<file path="config.mk">
export PLATFORM = sky130hd
export DESIGN_NAME = rle_stream_scheduler
export DESIGN_NICKNAME = d
export VERILOG_FILES = /design/src/rtl/rle_pkg.sv /design/src/rtl/rle_sched_fifo.sv /design/src/rtl/rle_stream_scheduler.sv
export SDC_FILE = /design/constraint.sdc
export NUM_CORES = 1
export LEC_CHECK = 0
export BUFFER_PORTS_ARGS = -buffer_cell sky130_fd_sc_hd__buf_2
export CORE_MARGIN = 10
export CORE_UTILIZATION = 40
export DETAILED_ROUTE_END_ITERATION = 6
export PLACE_DENSITY = 0.69
export SLEW_MARGIN = 0
export SYNTH_ARGS = -nofsm -noshare
export SYNTH_HDL_FRONTEND = slang
export SYNTH_SLANG_ARGS = --single-unit
</file>
<file path="constraint.sdc">
create_clock -name CLK -period 2.26 [get_ports CLK]
set_input_delay 0.226 -clock CLK [delete_from_list [all_inputs] [get_ports CLK]]
set_output_delay 0.226 -clock CLK [all_outputs]
set_load 0.01 [all_outputs]
</file>
<file path="src/rtl/rle_pkg.sv">
// rtl/rle_pkg.sv - shared constants, FSM state type and helpers for the RLE stream scheduler
//
// Contents:
//   RUN_W_DEF     default run-length field width
//   TAG_S1..TAG_S3, TAG_EOF   two-bit source tags carried in out_data[RUN_W+1:RUN_W]
//   state_t       scheduler FSM states (RUN, FLUSH, EOF)
//   rr_next       round-robin successor over the three stream indices 0..2
//   tag_of        stream index -> output tag
package rle_pkg;

    localparam int RUN_W_DEF = 10;

    localparam logic [1:0] TAG_EOF = 2'b00;
    localparam logic [1:0] TAG_S1  = 2'b01;
    localparam logic [1:0] TAG_S2  = 2'b10;
    localparam logic [1:0] TAG_S3  = 2'b11;

    typedef enum logic [1:0] {
        ST_RUN   = 2'd0,
        ST_FLUSH = 2'd1,
        ST_EOF   = 2'd2
    } state_t;

    function automatic logic [1:0] rr_next(input logic [1:0] idx);
        return (idx == 2'd2) ? 2'd0 : idx + 2'd1;
    endfunction

    function automatic logic [1:0] tag_of(input logic [1:0] idx);
        case (idx)
            2'd0:    return TAG_S1;
            2'd1:    return TAG_S2;
            default: return TAG_S3;
        endcase
    endfunction

endpackage

</file>
<file path="src/rtl/rle_sched_fifo.sv">
// rtl/rle_sched_fifo.sv - synchronous per-stream FIFO with full/empty flags and occupancy count
//
// Ports:
//   clk, reset        rising-edge clock, synchronous active-high reset (empties the FIFO)
//   wr_en, wr_data    write request; ignored while full (caller flags the drop)
//   rd_en, rd_data    pop request; rd_data always shows the head entry
//   full, empty       occupancy flags
//   count             entries held, 0..DEPTH
// A word written at an edge is only readable from the following cycle: there is
// no write-to-read bypass, which gives the scheduler its one-cycle minimum latency.
module rle_sched_fifo #(
    parameter int W     = 10,
    parameter int DEPTH = 4
) (
    input  logic                     clk,
    input  logic                     reset,
    input  logic                     wr_en,
    input  logic [W-1:0]             wr_data,
    input  logic                     rd_en,
    output logic [W-1:0]             rd_data,
    output logic                     full,
    output logic                     empty,
    output logic [$clog2(DEPTH):0]   count
);

    localparam int AW = $clog2(DEPTH);

    logic [W-1:0]  mem [DEPTH];
    logic [AW-1:0] wr_ptr;
    logic [AW-1:0] rd_ptr;
    logic          do_wr;
    logic          do_rd;

    assign full    = (count == (AW+1)'(DEPTH));
    assign empty   = (count == '0);
    assign do_wr   = wr_en && !full;
    assign do_rd   = rd_en && !empty;
    assign rd_data = mem[rd_ptr];

    always_ff @(posedge clk) begin
        if (do_wr) begin
            mem[wr_ptr] <= wr_data;
        end
    end

    always_ff @(posedge clk) begin
        if (reset) begin
            wr_ptr <= '0;
            rd_ptr <= '0;
            count  <= '0;
        end else begin
            if (do_wr) begin
                wr_ptr <= wr_ptr + AW'(1);
            end
            if (do_rd) begin
                rd_ptr <= rd_ptr + AW'(1);
            end
            // simultaneous push and pop leaves the occupancy unchanged
            case ({do_wr, do_rd})
                2'b10:   count <= count + (AW+1)'(1);
                2'b01:   count <= count - (AW+1)'(1);
                default: count <= count;
            endcase
        end
    end

endmodule

</file>
<file path="src/rtl/rle_stream_scheduler.sv">
// rtl/rle_stream_scheduler.sv - merges three RLE run streams into one tagged stream with end-of-frame markers
//
// Optional feature macro: RLE_SCHED_STATS_EN (adds frame_total / drop_total outputs).
//
// Ports:
//   CLK, RESET                 rising-edge clock, synchronous active-high reset
//   stream1..stream3, s_valid  run words per stream, s_valid[i-1] qualifies stream i
//   im_end                     end-of-image pulse; starts a flush ending in a marker
//   out_data, out_valid        {tag, run} output register, held while not accepted
//   out_ready                  consumer accepts out_data
//   busy                       high in FLUSH and EOF
//   ovf                        sticky per-stream overflow (word dropped on full FIFO)
//   frame_total, drop_total    (RLE_SCHED_STATS_EN only) markers emitted / words dropped
module rle_stream_scheduler
    import rle_pkg::*;
#(
    parameter int RUN_W      = RUN_W_DEF,
    parameter int FIFO_DEPTH = 4
) (
    input  logic               CLK,
    input  logic               RESET,
    input  logic [RUN_W-1:0]   stream1,
    input  logic [RUN_W-1:0]   stream2,
    input  logic [RUN_W-1:0]   stream3,
    input  logic [2:0]         s_valid,
    input  logic               im_end,
    output logic [RUN_W+1:0]   out_data,
    output logic               out_valid,
    input  logic               out_ready,
    output logic               busy,
    output logic [2:0]         ovf
`ifdef RLE_SCHED_STATS_EN
    ,
    output logic [15:0]        frame_total,
    output logic [15:0]        drop_total
`endif
);

    localparam int CW = $clog2(FIFO_DEPTH) + 1;

    logic [RUN_W-1:0] wr_data [3];
    logic [RUN_W-1:0] rd_data [3];
    logic [CW-1:0]    count   [3];
    logic [2:0]       full;
    logic [2:0]       empty;
    logic [2:0]       rd_en;
    logic [2:0]       drop;

    state_t           state;
    logic [RUN_W-1:0] frame_cnt;
    logic             pending;
    logic [1:0]       last;

    logic [1:0]       c0, c1, c2, sel;
    logic [RUN_W-1:0] sel_run;
    logic             load_ok;
    logic             load_data;
    logic             all_empty;

    assign wr_data[0] = stream1;
    assign wr_data[1] = stream2;
    assign wr_data[2] = stream3;

    for (genvar i = 0; i < 3; i++) begin : g_fifo
        rle_sched_fifo #(
            .W     (RUN_W),
            .DEPTH (FIFO_DEPTH)
        ) u_fifo (
            .clk     (CLK),
            .reset   (RESET),
            .wr_en   (s_valid[i]),
            .wr_data (wr_data[i]),
            .rd_en   (rd_en[i]),
            .rd_data (rd_data[i]),
            .full    (full[i]),
            .empty   (empty[i]),
            .count   (count[i])
        );
    end

    // Round-robin: candidates in order after the last granted stream.
    always_comb begin
        c0  = rr_next(last);
        c1  = rr_next(c0);
        c2  = rr_next(c1);
        sel = c2;
        if (!empty[c0]) begin
            sel = c0;
        end else if (!empty[c1]) begin
            sel = c1;
        end
        case (sel)
            2'd0:    sel_run = rd_data[0];
            2'd1:    sel_run = rd_data[1];
            default: sel_run = rd_data[2];
        endcase
    end

    // The out register can take a new word when empty or being consumed this cycle.
    assign load_ok   = !out_valid || out_ready;
    assign load_data = (state != ST_EOF) && load_ok && !(&empty);
    assign rd_en     = load_data ? (3'b001 << sel) : 3'b000;
    assign all_empty = ((count[0] | count[1] | count[2]) == '0);
    assign drop      = s_valid & full;

    always_ff @(posedge CLK) begin
        if (RESET) begin
            state     <= ST_RUN;
            out_valid <= 1'b0;
            out_data  <= '0;
            busy      <= 1'b0;
            ovf       <= 3'b000;
            frame_cnt <= '0;
            pending   <= 1'b0;
            last      <= 2'd2;
        end else begin
            ovf <= ovf | drop;

            // EOF owns the out register for its single cycle; FLUSH only exits
            // once the register is free, so the marker never overwrites data.
            if (state == ST_EOF) begin
                out_data  <= {TAG_EOF, frame_cnt};
                out_valid <= 1'b1;
                frame_cnt <= '0;
            end else if (load_data) begin
                out_data  <= {tag_of(sel), sel_run};
                out_valid <= 1'b1;
                last      <= sel;
                if (frame_cnt != '1) begin
                    frame_cnt <= frame_cnt + RUN_W'(1);
                end
            end else if (load_ok) begin
                out_valid <= 1'b0;
            end

            case (state)
                ST_RUN: begin
                    if (im_end) begin
                        state <= ST_FLUSH;
                        busy  <= 1'b1;
                    end
                end
                ST_FLUSH: begin
                    if (im_end) begin
                        pending <= 1'b1;
                    end
                    if (all_empty && load_ok) begin
                        state <= ST_EOF;
                    end
                end
                ST_EOF: begin
                    // an im_end arriving in this very cycle also chains a new flush
                    if (pending || im_end) begin
                        state   <= ST_FLUSH;
                        pending <= 1'b0;
                    end else begin
                        state <= ST_RUN;
                        busy  <= 1'b0;
                    end
                end
                default: begin
                    state <= ST_RUN;
                    busy  <= 1'b0;
                end
            endcase
        end
    end

`ifdef RLE_SCHED_STATS_EN
    logic [16:0] drop_sum;

    always_comb begin
        drop_sum = {1'b0, drop_total} + 17'(drop[0]) + 17'(drop[1]) + 17'(drop[2]);
    end

    always_ff @(posedge CLK) begin
        if (RESET) begin
            frame_total <= '0;
            drop_total  <= '0;
        end else begin
            if (state == ST_EOF) begin
                frame_total <= frame_total + 16'd1;
            end
            drop_total <= drop_sum[16] ? 16'hFFFF : drop_sum[15:0];
        end
    end
`endif

endmodule

</file>
==> impl_metrics.csv, run 1 <==
group,metric,value,unit
worst_setup_path,cpMostUsedCell,"or3_4",
synthesis,synth_edf_count,120,
drt,dr.pass1.iters,4,
synthesis,synth_ff_type,"edfxtp_1",
timing,period_minus_slack,2200,ps
drt,drc,0,
power_and_ir_drop,irDropWorstVdd,0.000739,V
worst_setup_path,cp.buffers_inverters,0,
floorplanning,num_rows,49,
global_route,grt_max_degree,40,
timing,hold_viol_final,0,
synthesis,synth.distinct_cells,56,
synthesis,syn_nets,532,
worst_setup_path,critPathRequiredTime,2630,ps
power_and_ir_drop,p_clk_share,23.1,%
timing,slew_headroom,61.7,%
timing,setup_viol,0,
floorplanning,fp.dieW,155,um
synthesis,ys_async_sr_fraction,0,%
clock_network,cts_root_buffer,"clkbuf_16",
worst_setup_path,end_kind,"flop",
final_layout,regArea,4790,sq um
synthesis,syn-cell-area,7340,sq um
global_route,grt_util_met3,3.67,%
drt,vias,4361,
final_layout,area_growth,20.6,%
placed_design,pre_cts_ws,-50.3,ps
power_and_ir_drop,power_leakage,3.11,nW
synthesis,yosysTopAreaCell,"edfxtp_1",
floorplanning,initial_utilization,40.7,%
timing,drv_slew,0,
worst_setup_path,cp_max_fo,2,
timing,final.setup_skew,7.63,ps
worst_setup_path,cpMaxStageDelayCell,"or3_4",
worst_hold_path,worstHoldPathCells,1,
synthesis,yosysTopAreaCellShare,49.1,%
global_route,globalRouteTotalUtil,13.2,%
placed_design,hpwl,11100,um
global_route,grt_pass1_vias,4580,
timing,setup_slack,63.0,ps
final_layout,multi_input_area,2470,sq um
worst_setup_path,r2r_cells,8,
floorplanning,die_area,24200,sq um
worst_setup_path,arrival,2570,ps
drt,wl_per_cell,18.8,um
global_route,antenna_found_initial,2,
final_layout,fill_cells,1537,
worst_setup_path,crit_end,"g_fifo[0].u_fifo.count[2]$_SDFFE_PP0P_",
floorplanning,core_area,18000,sq um
floorplanning,die_y,155,um
clock_network,clockBufferDepth,2,
timing,fmax,455,MHz
final_layout,num-nets-final,642,
synthesis,synth.area.top_cells,"edfxtp_1 (49%), dfxtp_1 (16%), mux4_2 (9.2%)",
worst_setup_path,crit_family,"simple AND/OR/NAND/NOR gates",
timing,rsz0062_at_grt,"yes",
power_and_ir_drop,power_frac_seq,38.8,%
synthesis,netlist_instances,476,
clock_network,clock_latency,440,ps
global_route,met2_usage,21.5,%
drt,viasPerCell,5.26,
power_and_ir_drop,power.total,11.4,mW
global_route,grt_pass1_wl,24800,um
placed_design,place_congestion,0.843,
worst_setup_path,cp-start-kind,"flop",
worst_setup_path,critPathKind,"flop to flop",
final_layout,most-common-layout-cells,"edfxtp_1 (120), dfxtp_1 (54), buf_2 (53), nor2_1 (40), buf_4 (37)",
final_layout,drive_gt1_share,31.1,%
timing,worst_slew_pin_slew,575,ps
worst_setup_path,cp_num_cells,8,
synthesis,ys_ff_latch,179,
timing,setup-tns-final,0,ps
clock_network,clk_pin_slew_worst_paths,60,ps
worst_hold_path,hold_path_class,"input port to flop",
clock_network,cts.htree.levels,4,
floorplanning,io_pins,54,
worst_setup_path,reg2reg_to,"g_fifo[0].u_fifo.count[2]$_SDFFE_PP0P_",
global_route,grt-ovfl-total,0,
power_and_ir_drop,p_sw_share,34.1,%
clock_network,cts_buffers,17,
final_layout,final_common_cell,"edfxtp_1",
synthesis,yosysWarnings,0,
worst_setup_path,worstPathCellList,"or3_4 -> o2111ai_2 -> nor2_1 -> ha_2 -> fa_2 -> xnor2_2 -> or3_4 -> a21oi_2",
clock_network,cts_sinks,179,
clock_network,cts_tree,"built",
placed_design,io_buffers,53,
power_and_ir_drop,p_int,7.50,mW
worst_setup_path,max_stage_delay,390,ps
drt,drtAntennaViolNets,0,
power_and_ir_drop,power-per-cell-area,1290,nW/um^2
global_route,grt_util_met1,16.3,%
worst_setup_path,worstSetupStartpoint,"g_fifo[0].u_fifo.count[0]$_SDFFE_PP0P_",
synthesis,avgSynthCellArea,15.4,sq um
synthesis,ys_seq_area_share,65.2,%
global_route,top_usage_layer,"met2",
drt,drtIter0Drc,335,
worst_setup_path,r2r_start,"g_fifo[0].u_fifo.count[0]$_SDFFE_PP0P_",
drt,routed_wirelength,15600,um
power_and_ir_drop,power.switching,3.89,mW
worst_setup_path,reg2reg_slack,60,ps
run,max_cap_viol_count,0,
power_and_ir_drop,power_frac_comb,38.1,%
run_status,status,"finished clean",
timing,fin_crit_sh,97.2,%
-- kinds of logic after synthesis --
kind of cell               after synthesis  share of synthesized area [%]
buffers and inverters                   30                           1.93
and+or+nand+nor                        115                           8.15
xor gates and xnor gates                19                           2.27
adders and majority gates               19                           3.55
DFF                                    179                           65.2
muxes                                   39                           10.4
AOI/OAI and AO/OA                       75                           8.49
-- per-stage QoR --
step,instance area [sq um],utilization (%),instances,hold slack [ps]
2_1_floorplan,7340,-,476,325
3_3_place_gp,8060,44.7,774,435
3_5_place_dp,8060,44.7,774,442
4_1_cts,8780,48.7,825,2.21
5_1_grt,8850,49.1,828,4.20
6_report,8850,49.1,829,7.20
-- per-layer routing --
metal	vias up	part of all wire, %
li1	2058	-
met1	2182	41
met2	96	51
met3	23	6.1
met4	2	1.9
met5	-	0.084
-- how the worst min path moves through the flow --
stage	startpoint	endpoint	slack, ps
6_report	stream3[3]	g_fifo[2].u_fifo.mem[1][3]$_DFFE_PP_	7
5_1_grt	stream2[9]	g_fifo[1].u_fifo.mem[0][9]$_DFFE_PP_	4
4_1_cts	stream2[5]	g_fifo[1].u_fifo.mem[3][5]$_DFFE_PP_	2
3_5_place_dp	stream1[9]	g_fifo[0].u_fifo.mem[3][9]$_DFFE_PP_	440
3_3_place_gp	stream1[9]	g_fifo[0].u_fifo.mem[3][9]$_DFFE_PP_	440
2_1_floorplan	stream1[0]	g_fifo[0].u_fifo.mem[0][0]$_DFFE_PP_	320
-- registers in the layout, summed over array words and instances, names as in the netlist, named ones only --
register              cells
busy                      1
out_data                 12
ovf                       3
g_fifo.u_fifo.count       9
pending                   1
state                     2
g_fifo.u_fifo.rd_ptr      6
last                      2
frame_cnt                10
g_fifo.u_fifo.mem       120
out_valid                 1
g_fifo.u_fifo.wr_ptr      6
-- power by group through the flow --
stage          clock network (mW)  registers, mW  logic (mW)
2_1_floorplan                   0           4.42        2.76
3_3_place_gp                    0           4.44        3.99
3_5_place_dp                    0           4.48        4.11
4_1_cts                      2.67           4.41        4.21
5_1_grt                      2.81           4.47        4.74
6_report                     2.63           4.42        4.33
-- layout make-up --
class                      count  area share, %
multi-input combinational    267           27.9
timing repair buffer         108           8.28
clock inverter                10          0.876
antenna                        1         0.0283
clock buffer                  22           5.02
sequential                   179           54.1
tap                          229           3.24
inverter                      13          0.551
-- timing repair --
| action | CTS | global route |
|---|---|---|
| buffers inserted | 2 | 3 |
| pin swaps | 1 | 7 |
| gates cloned | 0 | 0 |
| hold buffers | 17 | 0 |
| endpoints found under the hold margin | 56 | 0 |
| setup endpoints to repair | 3 | 4 |
| gates resized for setup | 4 | 16 |
-- Yosys cell counts, types with 4 or more instances --
cell,count
edfxtp_1,120
dfxtp_1,59
nor2_1,40
mux4_2,30
nand2_1,23
a21oi_1,18
ha_1,16
xnor2_1,16
inv_1,13
and2_1,12
a22oi_1,9
mux2i_1,9
a221oi_1,7
a221oi_2,6
a31oi_1,6
nand3_1,6
o21ai_0,6
or3_1,6
clkbuf_1,5
nor3_1,5
buf_1,4
buf_2,4
nor4_1,4
(Power assumes the default switching activity.)
==> run 2: changes to the inputs <==
--- a/config.mk
+++ b/config.mk
@@ -9,6 +9,7 @@
 export CORE_MARGIN = 10
 export CORE_UTILIZATION = 40
 export DETAILED_ROUTE_END_ITERATION = 6
+export MAX_ROUTING_LAYER = met4
 export PLACE_DENSITY = 0.69
 export SLEW_MARGIN = 0
 export SYNTH_ARGS = -nofsm -noshare
==> constraint.sdc (replaced) <==
create_clock -name CLK -period 2.26 [get_ports CLK]
set_input_delay 0.452 -clock CLK [delete_from_list [all_inputs] [get_ports CLK]]
set_output_delay 0.452 -clock CLK [all_outputs]
set_load 0.01 [all_outputs]
==> impl_metrics.csv, run 2 (synthesis gave the netlist of run 1 again) <==
group,metric,value,unit
run_status,status,"finished clean",
power_and_ir_drop,power-per-cell-area,1350,nW/um^2
final_layout,final_common_cell,"edfxtp_1",
run,max_cap_viol_count,0,
clock_network,cts_buffers,17,
clock_network,hold_buffers,0,
drt,drtIter0Drc,399,
placed_design,place_inst,778,
worst_setup_path,r2r_cells,8,
power_and_ir_drop,irDropWorstVdd,0.000682,V
timing,worst_slew_pin_slew,579,ps
final_layout,largest_register_ffs,120,
floorplanning,num_rows,49,
timing,setup_viol,0,
worst_setup_path,cp_max_fo,5,
final_layout,num-nets-final,631,
worst_setup_path,worstPathCellList,"or3_4 -> o2111ai_4 -> nor2_2 -> ha_2 -> fa_1 -> xnor2_1 -> or3_1 -> a21oi_1",
worst_hold_path,holdCritStartpoint,"stream2[6]",
worst_setup_path,critPathKind,"flop to flop",
final_layout,area_growth,20.3,%
power_and_ir_drop,power.total,11.9,mW
floorplanning,initial_utilization,40.7,%
worst_setup_path,arrival,2530,ps
drt,routed_wirelength,15800,um
drt,vias,4419,
clock_network,clk_pin_slew_worst_paths,70,ps
worst_setup_path,max_stage_delay,390,ps
final_layout,reg_top3,"g_fifo.u_fifo.mem x120, out_data x12, frame_cnt x10",
worst_setup_path,cpMaxStageDelayCell,"or3_4",
floorplanning,die_y,155,um
clock_network,cts_tree,"built",
floorplanning,core_area,18000,sq um
global_route,grt_max_degree,40,
final_layout,drive_gt1_share,33.2,%
placed_design,place_congestion,0.836,
global_route,grt_pass1_wl,24900,um
placed_design,io_buffers,53,
final_layout,fill_cells,1526,
final_layout,regMostFlops,"g_fifo.u_fifo.mem",
global_route,antenna_found_initial,4,
worst_setup_path,critPathRequiredTime,2610,ps
global_route,grt_pass1_vias,4561,
global_route,grt-ovfl-total,0,
floorplanning,die_area,24200,sq um
drt,drtAntennaViolNets,0,
worst_setup_path,cp-start-kind,"flop",
timing,final.setup_skew,10.7,ps
placed_design,hpwl,11100,um
clock_network,clock_latency,430,ps
clock_network,cts.htree.levels,4,
timing,fmax,458,MHz
worst_setup_path,r2r_start,"g_fifo[0].u_fifo.count[1]$_SDFFE_PP0P_",
final_layout,fin_util,49.0,%
worst_setup_path,worstSetupStartpoint,"g_fifo[0].u_fifo.count[1]$_SDFFE_PP0P_",
timing,slew_headroom,61.4,%
worst_hold_path,worstHoldPathCells,1,
worst_setup_path,end_kind,"flop",
drt,viasPerCell,5.38,
drt,drc,0,
global_route,globalRouteTotalUtil,13.7,%
timing,setup_slack,77.0,ps
placed_design,pre_cts_ws,-94.6,ps
clock_network,cts_sinks,179,
clock_network,clockBufferDepth,2,
clock_network,cts_root_buffer,"clkbuf_16",
floorplanning,fp.dieW,155,um
power_and_ir_drop,power_leakage,3.13,nW
timing,hold_viol_final,0,
timing,fin_crit_sh,96.6,%
floorplanning,io_pins,54,
final_layout,finalNonFillerCells,821,
worst_hold_path,hold_path_class,"input port to flop",
timing,period_minus_slack,2180,ps
timing,drv_slew,0,
drt,wl_per_cell,19.2,um
final_layout,most-common-layout-cells,"edfxtp_1 (120), dfxtp_1 (53), buf_2 (53), buf_4 (43), nor2_1 (38)",
drt,dr.pass1.iters,5,
==> run 2: power by group <==
group	switching, mW	total, mW	internal (mW)	leakage (nW)
Clock	1.20	2.99	1.79	0.305
Combinational	2.43	4.52	2.09	1.24
Sequential	0.343	4.42	4.08	1.59
==> run 2: path summary, 6_finish.rpt <==
path | to | slack (ps)
worst max-delay path | g_fifo[0].u_fifo.count[2]$_SDFFE_PP0P_ | 80
worst min-delay path | g_fifo[1].u_fifo.mem[1][6]$_DFFE_PP_ | 240
worst max register to register | g_fifo[0].u_fifo.count[2]$_SDFFE_PP0P_ | 80
worst min register to register | out_data[10]$_SDFFE_PP0N_ | 460
==> run 2: cell type report <==
cell class / instances / area [sq um] / area share, %
Sequential cell: 179 / 4790 / 54.3
Multi-Input combinational cell: 267 / 2470 / 28.0
Timing Repair Buffer: 97 / 608 / 6.89
Clock buffer: 21 / 492 / 5.57
Tap cell: 229 / 287 / 3.25
Clock inverter: 11 / 123 / 1.39
Inverter: 13 / 48.8 / 0.553
Antenna cell: 4 / 10.0 / 0.113
==> run 2: metrics by stage <==
stage,instance area (sq um),hold slack [ps],TNS (ps)
2_1_floorplan,7340,469,0
3_3_place_gp,8080,444,-36.1
3_5_place_dp,8080,455,-223
4_1_cts,8720,223,0
5_1_grt,8830,222,-25.3
6_report,8830,242,0
==> run 2: critical path: cells and delay by family, from the launching register on <==
family	cells	cell delay (ps)
AO/OA/AOI/OAI	2	250
XOR/XNOR	1	140
adder cells (fa/ha/maj)	2	580
flip-flops	1	350
AND/OR/NAND/NOR	3	790
==> run 2: repair_timing <==
item                       in CTS  in global routing
setup endpoints to repair       3                  5
buffers inserted                2                  5
gates resized for setup         4                 15
pin swaps                       2                  7
==> run 2: metal layers <==
layer  track usage, %  up-vias  share of wire [%]
met3             4.16       27                6.2
li1                 -     2045                  -
met4             7.53        0                3.4
met5                -        -                  0
met2             20.3      117                 48
met1             16.5     2230                 42
==> run 3: changes to the inputs <==
--- a/config.mk
+++ b/config.mk
@@ -6,7 +6,6 @@
 export NUM_CORES = 1
 export LEC_CHECK = 0
 export BUFFER_PORTS_ARGS = -buffer_cell sky130_fd_sc_hd__buf_2
-export CORE_MARGIN = 10
 export CORE_UTILIZATION = 40
 export DETAILED_ROUTE_END_ITERATION = 6
 export MAX_ROUTING_LAYER = met4
==> impl_metrics.csv, run 3 (synthesis gave the netlist of run 1 again) <==
group,metric,value,unit
placed_design,place_congestion,0.830,
global_route,antenna_found_initial,0,
clock_network,hold_buffers,0,
final_layout,fin_util,48.3,%
worst_setup_path,crit_family,"simple AND/OR/NAND/NOR gates",
timing,setup_viol,0,
timing,setup_slack,97.6,ps
final_layout,num-nets-final,621,
final_layout,regMostFlops,"g_fifo.u_fifo.mem",
worst_setup_path,end_kind,"flop",
floorplanning,core_area,18000,sq um
global_route,grt_pass1_vias,4377,
clock_network,clk_pin_slew_worst_paths,70,ps
drt,drtAntennaViolNets,0,
timing,worst_slew_pin_slew,642,ps
timing,slew_headroom,56.9,%
floorplanning,initial_utilization,40.9,%
power_and_ir_drop,irDropWorstVdd,0.000883,V
floorplanning,io_pins,54,
worst_setup_path,reg2reg_to,"g_fifo[2].u_fifo.count[2]$_SDFFE_PP0P_",
worst_setup_path,reg2reg_slack,100,ps
floorplanning,die_y,137,um
power_and_ir_drop,power_leakage,3.07,nW
final_layout,diodes,0,
timing,drv_slew,0,
drt,drtIter0Drc,315,
timing,rsz0062_at_grt,"no",
drt,dr.pass1.iters,4,
run_status,status,"finished clean",
worst_setup_path,arrival,2510,ps
drt,wl_per_cell,18.0,um
final_layout,area_growth,18.3,%
worst_setup_path,worstSetupStartpoint,"state[0]$_SDFFE_PP0P_",
power_and_ir_drop,power.total,11.3,mW
floorplanning,fp.dieW,137,um
timing,period_minus_slack,2160,ps
timing,fmax,462,MHz
global_route,globalRouteTotalUtil,17.2,%
drt,routed_wirelength,14600,um
power_and_ir_drop,power-per-cell-area,1300,nW/um^2
drt,vias,4204,
placed_design,pre_cts_ws,-97.2,ps
clock_network,cts_buffers,17,
clock_network,clockBufferDepth,2,
worst_setup_path,max_stage_delay,390,ps
final_layout,largest_register_ffs,120,
global_route,grt_max_degree,40,
final_layout,drive_gt1_share,31.1,%
final_layout,reg_top3,"g_fifo.u_fifo.mem x120, out_data x12, frame_cnt x10",
worst_setup_path,cp_max_fo,5,
clock_network,clock_latency,420,ps
drt,drc,0,
floorplanning,die_area,18900,sq um
timing,final.setup_skew,8.74,ps
clock_network,cts.htree.levels,4,
worst_hold_path,hold_path_class,"input port to flop",
final_layout,most-common-layout-cells,"edfxtp_1 (120), dfxtp_1 (56), buf_2 (53), nor2_1 (38), buf_4 (33)",
worst_setup_path,r2r_start,"state[0]$_SDFFE_PP0P_",
drt,viasPerCell,5.21,
timing,fin_crit_sh,95.7,%
clock_network,cts_root_buffer,"clkbuf_16",
worst_setup_path,critPathKind,"flop to flop",
worst_setup_path,cp.buffers_inverters,0,
timing,worst_hold_slack,243,ps
clock_network,cts_tree,"built",
worst_setup_path,r2r_cells,8,
final_layout,final_common_cell,"edfxtp_1",
worst_setup_path,worstPathCellList,"nand2b_2 -> nand2_2 -> a211oi_4 -> ha_1 -> fa_1 -> xnor2_1 -> or3_1 -> a21oi_1",
run,max_cap_viol_count,0,
timing,setup-tns-final,0,ps
worst_setup_path,cp_num_cells,8,
placed_design,io_buffers,53,
placed_design,hpwl,10200,um
global_route,grt_pass1_wl,23100,um
clock_network,cts_sinks,179,
floorplanning,num_rows,49,
worst_setup_path,cpMaxStageDelayCell,"fa_1",
worst_setup_path,cp-start-kind,"flop",
worst_setup_path,critPathRequiredTime,2610,ps
global_route,grt-ovfl-total,0,
worst_setup_path,crit_end,"g_fifo[2].u_fifo.count[2]$_SDFFE_PP0P_",
timing,hold_viol_final,0,
-- run 3: metrics by stage --
stage	instance area, sq um	cells
floorplan	7340	476
global placement	8040	771
detailed placement	8040	771
CTS	8620	803
global route	8680	807
finish	8680	807
-- run 3: area by class of cell --
class                           count  area (sq um)
Fill cell                        1531          9280
Sequential cell                   179          4790
Multi-Input combinational cell    267          2450
Timing Repair Buffer               87           533
Clock buffer                       24           523
Tap cell                          229           287
Inverter                           13          48.8
Clock inverter                      8          47.5
-- run 3: power by group --
part | internal (mW) | leakage, nW | switching (mW) | total (mW)
registers | 4.07 | 1.59 | 0.344 | 4.42
logic | 1.90 | 1.18 | 2.22 | 4.12
clock network | 1.61 | 0.295 | 1.17 | 2.79
total | 7.58 | 3.07 | 3.74 | 11.3
-- run 3: repair_timing --
item,CTS,global route
pin swaps,0,4
gates cloned,0,0
endpoints found under the hold margin,0,0
endpoints found under the setup margin,3,4
gates resized for setup,2,13
setup buffers,0,4
-- run 3: per-layer routing --
metal	part of all wire, %	track usage, %
met2	50	27.3
met5	0	-
met1	44	21.4
met4	1.7	6.23
met3	4.3	4.12
-- run 3: worst min-delay path by stage --
stage | start | slack, ps | depth (start not counted) | to
after CTS | stream2[0] | 230 | 1 | g_fifo[1].u_fifo.mem[1][0]$_DFFE_PP_
final | stream2[0] | 240 | 1 | g_fifo[1].u_fifo.mem[1][0]$_DFFE_PP_
after global routing | stream2[0] | 230 | 1 | g_fifo[1].u_fifo.mem[2][0]$_DFFE_PP_
after global placement | ovf[1]$_SDFF_PP0_ | 450 | 2 | ovf[1]$_SDFF_PP0_
after floorplan | g_fifo[0].u_fifo.wr_ptr[1]$_SDFFE_PP0P_ | 470 | 2 | g_fifo[0].u_fifo.wr_ptr[1]$_SDFFE_PP0P_
after detailed placement | ovf[1]$_SDFF_PP0_ | 450 | 2 | ovf[1]$_SDFF_PP0_
